<file path="src/rtl/uart_receiver.sv">
// 8N1 UART receiver: two-flop synchroniser, mid-bit 3-sample majority vote,
// one-entry valid/ready holding register, single-cycle frame-error and overrun pulses.
module uart_receiver #(
  parameter int unsigned CLKFREQ  = 100_000_000,
  parameter int unsigned BAUDRATE = 115200
) (
  input  logic       sclk,
  input  logic       rstn,
  input  logic       uartRx,
  output logic [7:0] rxData,
  output logic       rxValid,
  input  logic       rxReady,
  output logic       frameErr,
  output logic       overrun,
  output logic       busy
);

  localparam int unsigned CPB  = CLKFREQ / BAUDRATE;
  localparam int unsigned HALF = CPB / 2;
  localparam int unsigned CW   = $clog2(CPB);

  localparam logic [CW-1:0] CntLo   = CW'(HALF - 1);
  localparam logic [CW-1:0] CntMid  = CW'(HALF);
  localparam logic [CW-1:0] CntDec  = CW'(HALF + 1);
  localparam logic [CW-1:0] CntWrap = CW'(CPB - 1);

  typedef enum logic [2:0] {StIdle, StStart, StData, StStop, StBreak} state_t;

  state_t        state;
  logic          s1, s2, s3;
  logic [CW-1:0] cnt;
  logic [1:0]    smp;
  logic [7:0]    shreg;
  logic [2:0]    bit_idx;

  logic          fall;
  logic          decide;
  logic          bit_val;
  logic [CW-1:0] cnt_inc;

  // Edge detect, decision strobe, majority vote and wrapping counter increment.
  always_comb begin
    fall    = s3 & ~s2;
    decide  = (cnt == CntDec);
    bit_val = (smp[0] & smp[1]) | (smp[0] & s2) | (smp[1] & s2);
    cnt_inc = (cnt == CntWrap) ? '0 : cnt + 1'b1;
  end

  // Two-stage synchroniser plus one history flop for falling-edge detection.
  always_ff @(posedge sclk) begin
    if (!rstn) begin
      s1 <= 1'b1;
      s2 <= 1'b1;
      s3 <= 1'b1;
    end else begin
      s1 <= uartRx;
      s2 <= s1;
      s3 <= s2;
    end
  end

  // Frame FSM with registered outputs and the holding register.
  always_ff @(posedge sclk) begin
    if (!rstn) begin
      state    <= StIdle;
      cnt      <= '0;
      smp      <= 2'b11;
      shreg    <= '0;
      bit_idx  <= '0;
      rxData   <= '0;
      rxValid  <= 1'b0;
      frameErr <= 1'b0;
      overrun  <= 1'b0;
      busy     <= 1'b0;
    end else begin
      frameErr <= 1'b0;
      overrun  <= 1'b0;
      // Consumer handshake; a delivery in the same cycle overrides this below.
      if (rxValid && rxReady) rxValid <= 1'b0;
      if (cnt == CntLo)  smp[0] <= s2;
      if (cnt == CntMid) smp[1] <= s2;

      unique case (state)
        StIdle: begin
          if (fall) begin
            state <= StStart;
            cnt   <= '0;
            busy  <= 1'b1;
          end
        end
        StStart: begin
          // Counter keeps running into DATA so each bit is decided one period later.
          cnt <= cnt_inc;
          if (decide) begin
            if (bit_val) begin
              state <= StIdle;
              cnt   <= '0;
              busy  <= 1'b0;
            end else begin
              state   <= StData;
              bit_idx <= '0;
            end
          end
        end
        StData: begin
          cnt <= cnt_inc;
          if (decide) begin
            shreg   <= {bit_val, shreg[7:1]};
            bit_idx <= bit_idx + 3'd1;
            if (bit_idx == 3'd7) state <= StStop;
          end
        end
        StStop: begin
          cnt <= cnt_inc;
          if (decide) begin
            cnt <= '0;
            if (bit_val) begin
              // Leave mid stop bit so a back-to-back start edge is not missed.
              state <= StIdle;
              busy  <= 1'b0;
              if (!rxValid || rxReady) begin
                rxData  <= shreg;
                rxValid <= 1'b1;
              end else begin
                overrun <= 1'b1;
              end
            end else begin
              state    <= StBreak;
              frameErr <= 1'b1;
            end
          end
        end
        StBreak: begin
          // A held-low line stays here instead of being decoded as frames.
          cnt <= '0;
          if (s2) begin
            state <= StIdle;
            busy  <= 1'b0;
          end
        end
        default: begin
          state <= StIdle;
          cnt   <= '0;
          busy  <= 1'b0;
        end
      endcase
    end
  end

endmodule

</file>
<file path="config.mk">
export PLATFORM = sky130hd
export DESIGN_NAME = uart_receiver
export DESIGN_NICKNAME = d
export VERILOG_FILES = /design/src/rtl/uart_receiver.sv
export SDC_FILE = /design/constraint.sdc
export NUM_CORES = 1
export LEC_CHECK = 0
export CORE_UTILIZATION = 45
export CTS_BUF_LIST = sky130_fd_sc_hd__clkbuf_8
export DETAILED_ROUTE_END_ITERATION = 8
export PLACE_DENSITY = 0.67
export SETUP_SLACK_MARGIN = 0.3
export SKIP_CTS_REPAIR_TIMING = 1
export SYNTH_ARGS = -nofsm -noshare
export SYNTH_HDL_FRONTEND = slang
export SYNTH_SLANG_ARGS = --single-unit
</file>
<file path="constraint.sdc">
create_clock -name sclk -period 1.99 [get_ports sclk]
set_input_delay 0.2985 -clock sclk [delete_from_list [all_inputs] [get_ports sclk]]
set_output_delay 0.2985 -clock sclk [all_outputs]
set_load 0.02 [all_outputs]
</file>
==> flow_metrics.tcl, run 1 <==
set metrics [dict create \
    crit_fanout 8 \
    criticalPathCategory "register to register" \
    grt-ovfl-total 0 \
    clock_latency_ps 300 \
    synth_warnings 0 \
    cp-end-kind "register" \
    required_ps 2180 \
    antenna_found_initial 0 \
    p_per_area_nw_per_um2 604.7 \
    htreeDepth 2 \
    num_vias 1731 \
    setup_viol 0 \
    cp_top_family "simple AND/OR/NAND/NOR gates" \
    place.gp.congestion 0.8603 \
    grt_pass1_wl_mm 6.975 \
    period_share_pct 93.43 \
    synthTopCellsByArea "dfxtp_1 43%, nand2_1 7.5%, nor2_1 6.2%, mux2i_1 5.3%, a21oi_1 3.7%" \
    synth_top_area_share_pct 43.39 \
    antenna_left 0 \
    area_delta_synth_final_pct 30.29 \
    final.min_clock_period_ps 1859 \
    clkSinkCount 41 \
    syn_area_um2 1892 \
    cts_buffer_depth 2 \
    vdd_drop_max_mv 0.4726 \
    grt_usage_pct 21.14 \
    cts_tree "done" \
    ys_seq_area_share_pct 43.39 \
    grt_pass1_vias 1498 \
    maxCapViolCount 0 \
    start_kind "register" \
    yosys_register_bits 41 \
    hold_viol 0 \
    path_cells "ha_4 > or3b_4 > nor3_4 > and4bb_1 > buf_12 > mux2i_2 > nor2_1" \
    synth.distinct_cells 42 \
    synthArstFlopShare_pct 0 \
    insertedDiodeCount 0 \
    row_count 23 \
    power.leakage_nw 0.8883 \
    die_w_um 66.84 \
    layoutNonFillerInstCount 316 \
    cts_made_buffers 5 \
    dp_hpwl_mm 3.029 \
    ioPinCount 16 \
    rsz0062_at_grt "yes" \
    die_area_um2 4468 \
    min_path_type "register to register" \
    viasPerCell 5.478 \
    slew_headroom_pct 67.01 \
    stdcell_area_um2 2465 \
    drt-total-wl_mm 4.530 \
    synth.avg_cell_area_um2 8.261 \
    grt_max_degree 21 \
    start_util_pct 46.96 \
    mappedNetlistNets 238 \
    core_um2 4029 \
    cts_root_buf "clkbuf_8" \
    path_buf_inv 1 \
    clkTransAtPathRegs_ps 80 \
    synth_most_common_cell "dfxtp_1" \
    cpMaxStageDelayCell "or3b_4" \
    avgRoutedWirePerCell_um 14.34 \
    tns_ps 0 \
    run_status "finished, final reports clean" \
    drv_slew 0 \
    layout.nets 274 \
    synthCells 229 \
    max_freq_ghz 0.5378 \
    dr.pass1.iters 4 \
    drt-initial-drc-count 167 \
    utilization_pct 61.18 \
    ys.flop_type "dfxtp_1" \
    netlist_top_cells_count "41 x dfxtp_1, 38 x nand2_1, 31 x nor2_1, 14 x a21oi_1" \
    drive_above_1_share_pct 19.92 \
    critPathArrivalTime_ps 2050 \
    dp_cells 299 \
    synth_top_cell_by_area "dfxtp_1" \
    dpl_cell_area_um2 2205 \
    finClkSkew_ps 2.100 \
    die_h_um 66.84 \
    port_buffers 15 \
    worst_slew_pin_slew_ps 493.1 \
    synth-edff-count 0 \
    drc 0 \
    max_stage_delay_ps 400 \
]
-- per-stage QoR --
stage / hold WS (ps) / power, mW / worst slack, ps
finish: 412.5 / 1.490 / 130.7
global route: 433.3 / 1.554 / 82.50
CTS: 419.0 / 1.502 / -45.96
detailed placement: 396.4 / 0.9274 / -41.35
global placement: 390.9 / 0.9268 / 55.15
floorplan: 386.3 / 0.8982 / 82.92
-- final timing paths --
kind | startpoint | to | slack, ps | cells past startpoint
setup / recovery | cnt[0]$_SDFFE_PN0N_ | rxData[1]$_SDFFE_PN0P_ | 130 | 7
hold / removal | s1$_SDFF_PN1_ | s2$_SDFF_PN1_ | 410 | 1
setup reg to reg | cnt[0]$_SDFFE_PN0N_ | rxData[1]$_SDFFE_PN0P_ | 130 | 7
hold reg to reg | s1$_SDFF_PN1_ | s2$_SDFF_PN1_ | 410 | 1
-- area by class of cell --
cell class,instances,area (um^2)
timing repair buffer,39,370.4
tap,50,62.56
sequential,41,829.5
fill,368,1564
clock inverter,2,13.76
multi-input combinational,171,1080
inverter,7,26.28
clock buffer,6,82.58
-- layer usage --
metal	wire length [um]	global-route usage (%)
met5	0	0
met4	75	9.574
met3	270	5.137
met2	1994	30.05
met1	2190	29.58
-- state kept, by name (all words and copies together), names as in the netlist --
signal    cells
cnt          10
s3            1
bit_idx       3
state         3
rxData        8
smp           2
shreg         8
busy          1
s2            1
overrun       1
rxValid       1
frameErr      1
s1            1
-- power by group --
part           internal [mW]  total, mW  switching [mW]
sequential             0.825      0.830         0.00571
combinational         0.0333     0.0843          0.0510
clock                  0.281      0.576           0.295
-- logic make-up (layout without fill, tap and decap cells) --
group                      Yosys count  in the layout  share of synthesized area [%]
AOI/OAI and AO/OA                   46             46                          15.21
xor gates and xnor gates             3              3                          1.389
adders and majority gates            6              6                          3.836
buffers and inverters               17             54                          3.769
DFF                                 41             41                          43.39
muxes                               10             10                          5.291
and+or+nand+nor                    106            106                          27.12
-- placed cells by master, fill, tap and decap left out, drive strengths merged, types with 3 or more instances in the layout --
| cell type | instances |
|---|---|
| dfxtp | 41 |
| nand2 | 38 |
| nor2 | 31 |
| buf | 24 |
| clkdlybuf4s50 | 15 |
| a21oi | 14 |
| o21ai | 11 |
| mux2i | 10 |
| nand3 | 9 |
| inv | 7 |
| clkbuf | 6 |
| nor3 | 6 |
| ha | 5 |
| a22oi | 5 |
| nand2b | 4 |
| and3 | 4 |
| nor4 | 3 |
| xor2 | 3 |
| nand4b | 3 |
(Power assumes the default switching activity.)
==> run 2: changes to the inputs <==
--- a/config.mk
+++ b/config.mk
@@ -5,8 +5,10 @@
 export SDC_FILE = /design/constraint.sdc
 export NUM_CORES = 1
 export LEC_CHECK = 0
+export CORE_MARGIN = 5
 export CORE_UTILIZATION = 45
 export CTS_BUF_LIST = sky130_fd_sc_hd__clkbuf_8
+export CTS_CLUSTER_DIAMETER = 100
 export DETAILED_ROUTE_END_ITERATION = 8
 export PLACE_DENSITY = 0.67
 export SETUP_SLACK_MARGIN = 0.3
==> flow_metrics.tcl, run 2 (same netlist as run 1, synthesis figures left out) <==
set metrics [dict create \
    largest-register "cnt" \
    start_util_pct 46.96 \
    totalPowerFinal_mw 1.471 \
    cts_buffer_depth 2 \
    final.min_clock_period_ps 1849 \
    drt-initial-drc-count 122 \
    drive_above_1_share_pct 18.77 \
    insertedDiodeCount 0 \
    run_status "finished, final reports clean" \
    port_buffers 15 \
    worst_slew_pin_slew_ps 356.2 \
    p_comb_share_pct 5.6 \
    required_ps 2180 \
    power_switching_mw 0.3626 \
    maxCapViolCount 0 \
    place.gp.congestion 0.8303 \
    worstRegToRegCells 7 \
    clock_latency_ps 300 \
    die_h_um 74.84 \
    hold_viol 0 \
    grt-ovfl-total 0 \
    core_um2 4029 \
    dr.pass1.iters 4 \
    area_delta_synth_final_pct 26.79 \
    drt-total-wl_mm 4.235 \
    clkSinkCount 41 \
    layout.nets 269 \
    num_vias 1676 \
    antenna_found_initial 0 \
    start_kind "register" \
    vdd_drop_max_mv 0.4005 \
    grt_pass1_wl_mm 6.934 \
    rsz0062_at_grt "yes" \
    crit_start "cnt[1]$_SDFFE_PN0N_" \
    tns_ps 0 \
    grt_pass1_vias 1482 \
    row_count 23 \
    p_per_area_nw_per_um2 613.4 \
    r2r-start "cnt[1]$_SDFFE_PN0N_" \
    dp_hpwl_mm 3.002 \
    finClkSkew_ps 5.034 \
    cts_made_buffers 5 \
    cts_tree "done" \
    ioPinCount 16 \
    p_clk_share_pct 38.0 \
    largest_reg_flops 10 \
    final_common_cell "nand2_1" \
    setup_viol 0 \
    criticalPathCategory "register to register" \
    max_freq_ghz 0.5409 \
    die_area_um2 5601 \
    critPathArrivalTime_ps 2040 \
    power.leakage_nw 0.8575 \
    cts_root_buf "clkbuf_8" \
    min_path_type "register to register" \
    clkTransAtPathRegs_ps 80 \
    crit_fanout 8 \
    die_w_um 74.84 \
    antenna_left 0 \
    drv_slew 0 \
    r2r_end "rxData[3]$_SDFFE_PN0P_" \
    rrSetupSlack_ps 140 \
    switching_share_pct 24.64 \
    avgRoutedWirePerCell_um 13.62 \
    period_share_pct 92.90 \
    cp-end-kind "register" \
    slew_headroom_pct 75.64 \
    reg_top3 "cnt: 10 flops, rxData: 8 flops, shreg: 8 flops" \
    grt_max_degree 21 \
    layout_common_cells "36 x nand2_1, 35 x dfxtp_1, 31 x nor2_1" \
    fillers 366 \
    viasPerCell 5.389 \
    seq_power_share_pct 56.4 \
    drc 0 \
    crit_end "rxData[3]$_SDFFE_PN0P_" \
    p_int_mw 1.109 \
    htreeDepth 2 \
    grt_usage_pct 16.19 \
]
-- run 2: cell count changes in the layout (fill, tap and decap cells not counted), moves of 3 or more --
cell     delta
buf_4       -3
dfxtp_1     -3
dfxtp_2     +3
nand2_1     +3
nand2_2     -3
-- run 2: power by group through the flow --
stage	clock (mW)	sequential, mW	combinational [mW]
after CTS	0.575	0.831	0.0802
final	0.558	0.830	0.0826
after floorplan	0	0.851	0.0471
after global placement	0	0.851	0.0798
after detailed placement	0	0.851	0.0795
after global routing	0.610	0.832	0.0927
-- run 2: worst min path at each step --
stage	start	to	depth (start not counted)
CTS	s1$_SDFF_PN1_	s2$_SDFF_PN1_	1
global placement	s1$_SDFF_PN1_	s2$_SDFF_PN1_	1
global route	s1$_SDFF_PN1_	s2$_SDFF_PN1_	1
finish	s1$_SDFF_PN1_	s2$_SDFF_PN1_	1
detailed placement	s1$_SDFF_PN1_	s2$_SDFF_PN1_	1
floorplan	s1$_SDFF_PN1_	s2$_SDFF_PN1_	1
-- run 2: area by class of cell --
cell class	instances	area [um^2]	share of cell area, %
multi-input combinational	171	1070	44.60
tap	50	62.56	2.608
inverter	7	26.28	1.095
clock inverter	3	21.27	0.8868
clock buffer	5	68.82	2.869
sequential	41	833.3	34.74
timing repair buffer	34	316.6	13.20
-- run 2: through the flow --
step	hold WS [ps]	std cells	cell area [um^2]	utilization (%)	worst slack, ps
5_1_grt	454.2	311	2399	59.53	-38.20
3_3_place_gp	388.2	299	2205	54.72	88.33
3_5_place_dp	390.9	299	2205	54.72	48.04
4_1_cts	410.6	307	2295	56.96	36.49
6_report	410.0	311	2399	59.53	141.3
2_1_floorplan	386.3	229	1922	-	82.92
-- run 2: critical path, stage by stage (launching register included) --
cell      delay, ps
dfxtp_4         390
ha_4            130
or3b_4          390
nor3_4          160
and4bb_1        270
buf_12          150
mux2i_2         200
nor2_1           50
-- run 2: routing by layer --
| metal | GRT usage, % | vias to the layer above | part of all wire, % |
|---|---|---|---|
| met1 | 22.93 | 757 | 48 |
| met4 | 7.708 | 0 | 2.0 |
| met5 | 0 | - | 0 |
| met3 | 4.005 | 9 | 5.6 |
| met2 | 22.92 | 40 | 44 |
| li1 | - | 870 | - |
==> run 3: changes to the inputs <==
--- a/config.mk
+++ b/config.mk
@@ -9,6 +9,7 @@
 export CORE_UTILIZATION = 45
 export CTS_BUF_LIST = sky130_fd_sc_hd__clkbuf_8
 export CTS_CLUSTER_DIAMETER = 100
+export CTS_CLUSTER_SIZE = 30
 export DETAILED_ROUTE_END_ITERATION = 8
 export PLACE_DENSITY = 0.67
 export SETUP_SLACK_MARGIN = 0.3
==> results of run 3 <==
No change in the layout: final DEF, timing and power equal those of run 2.
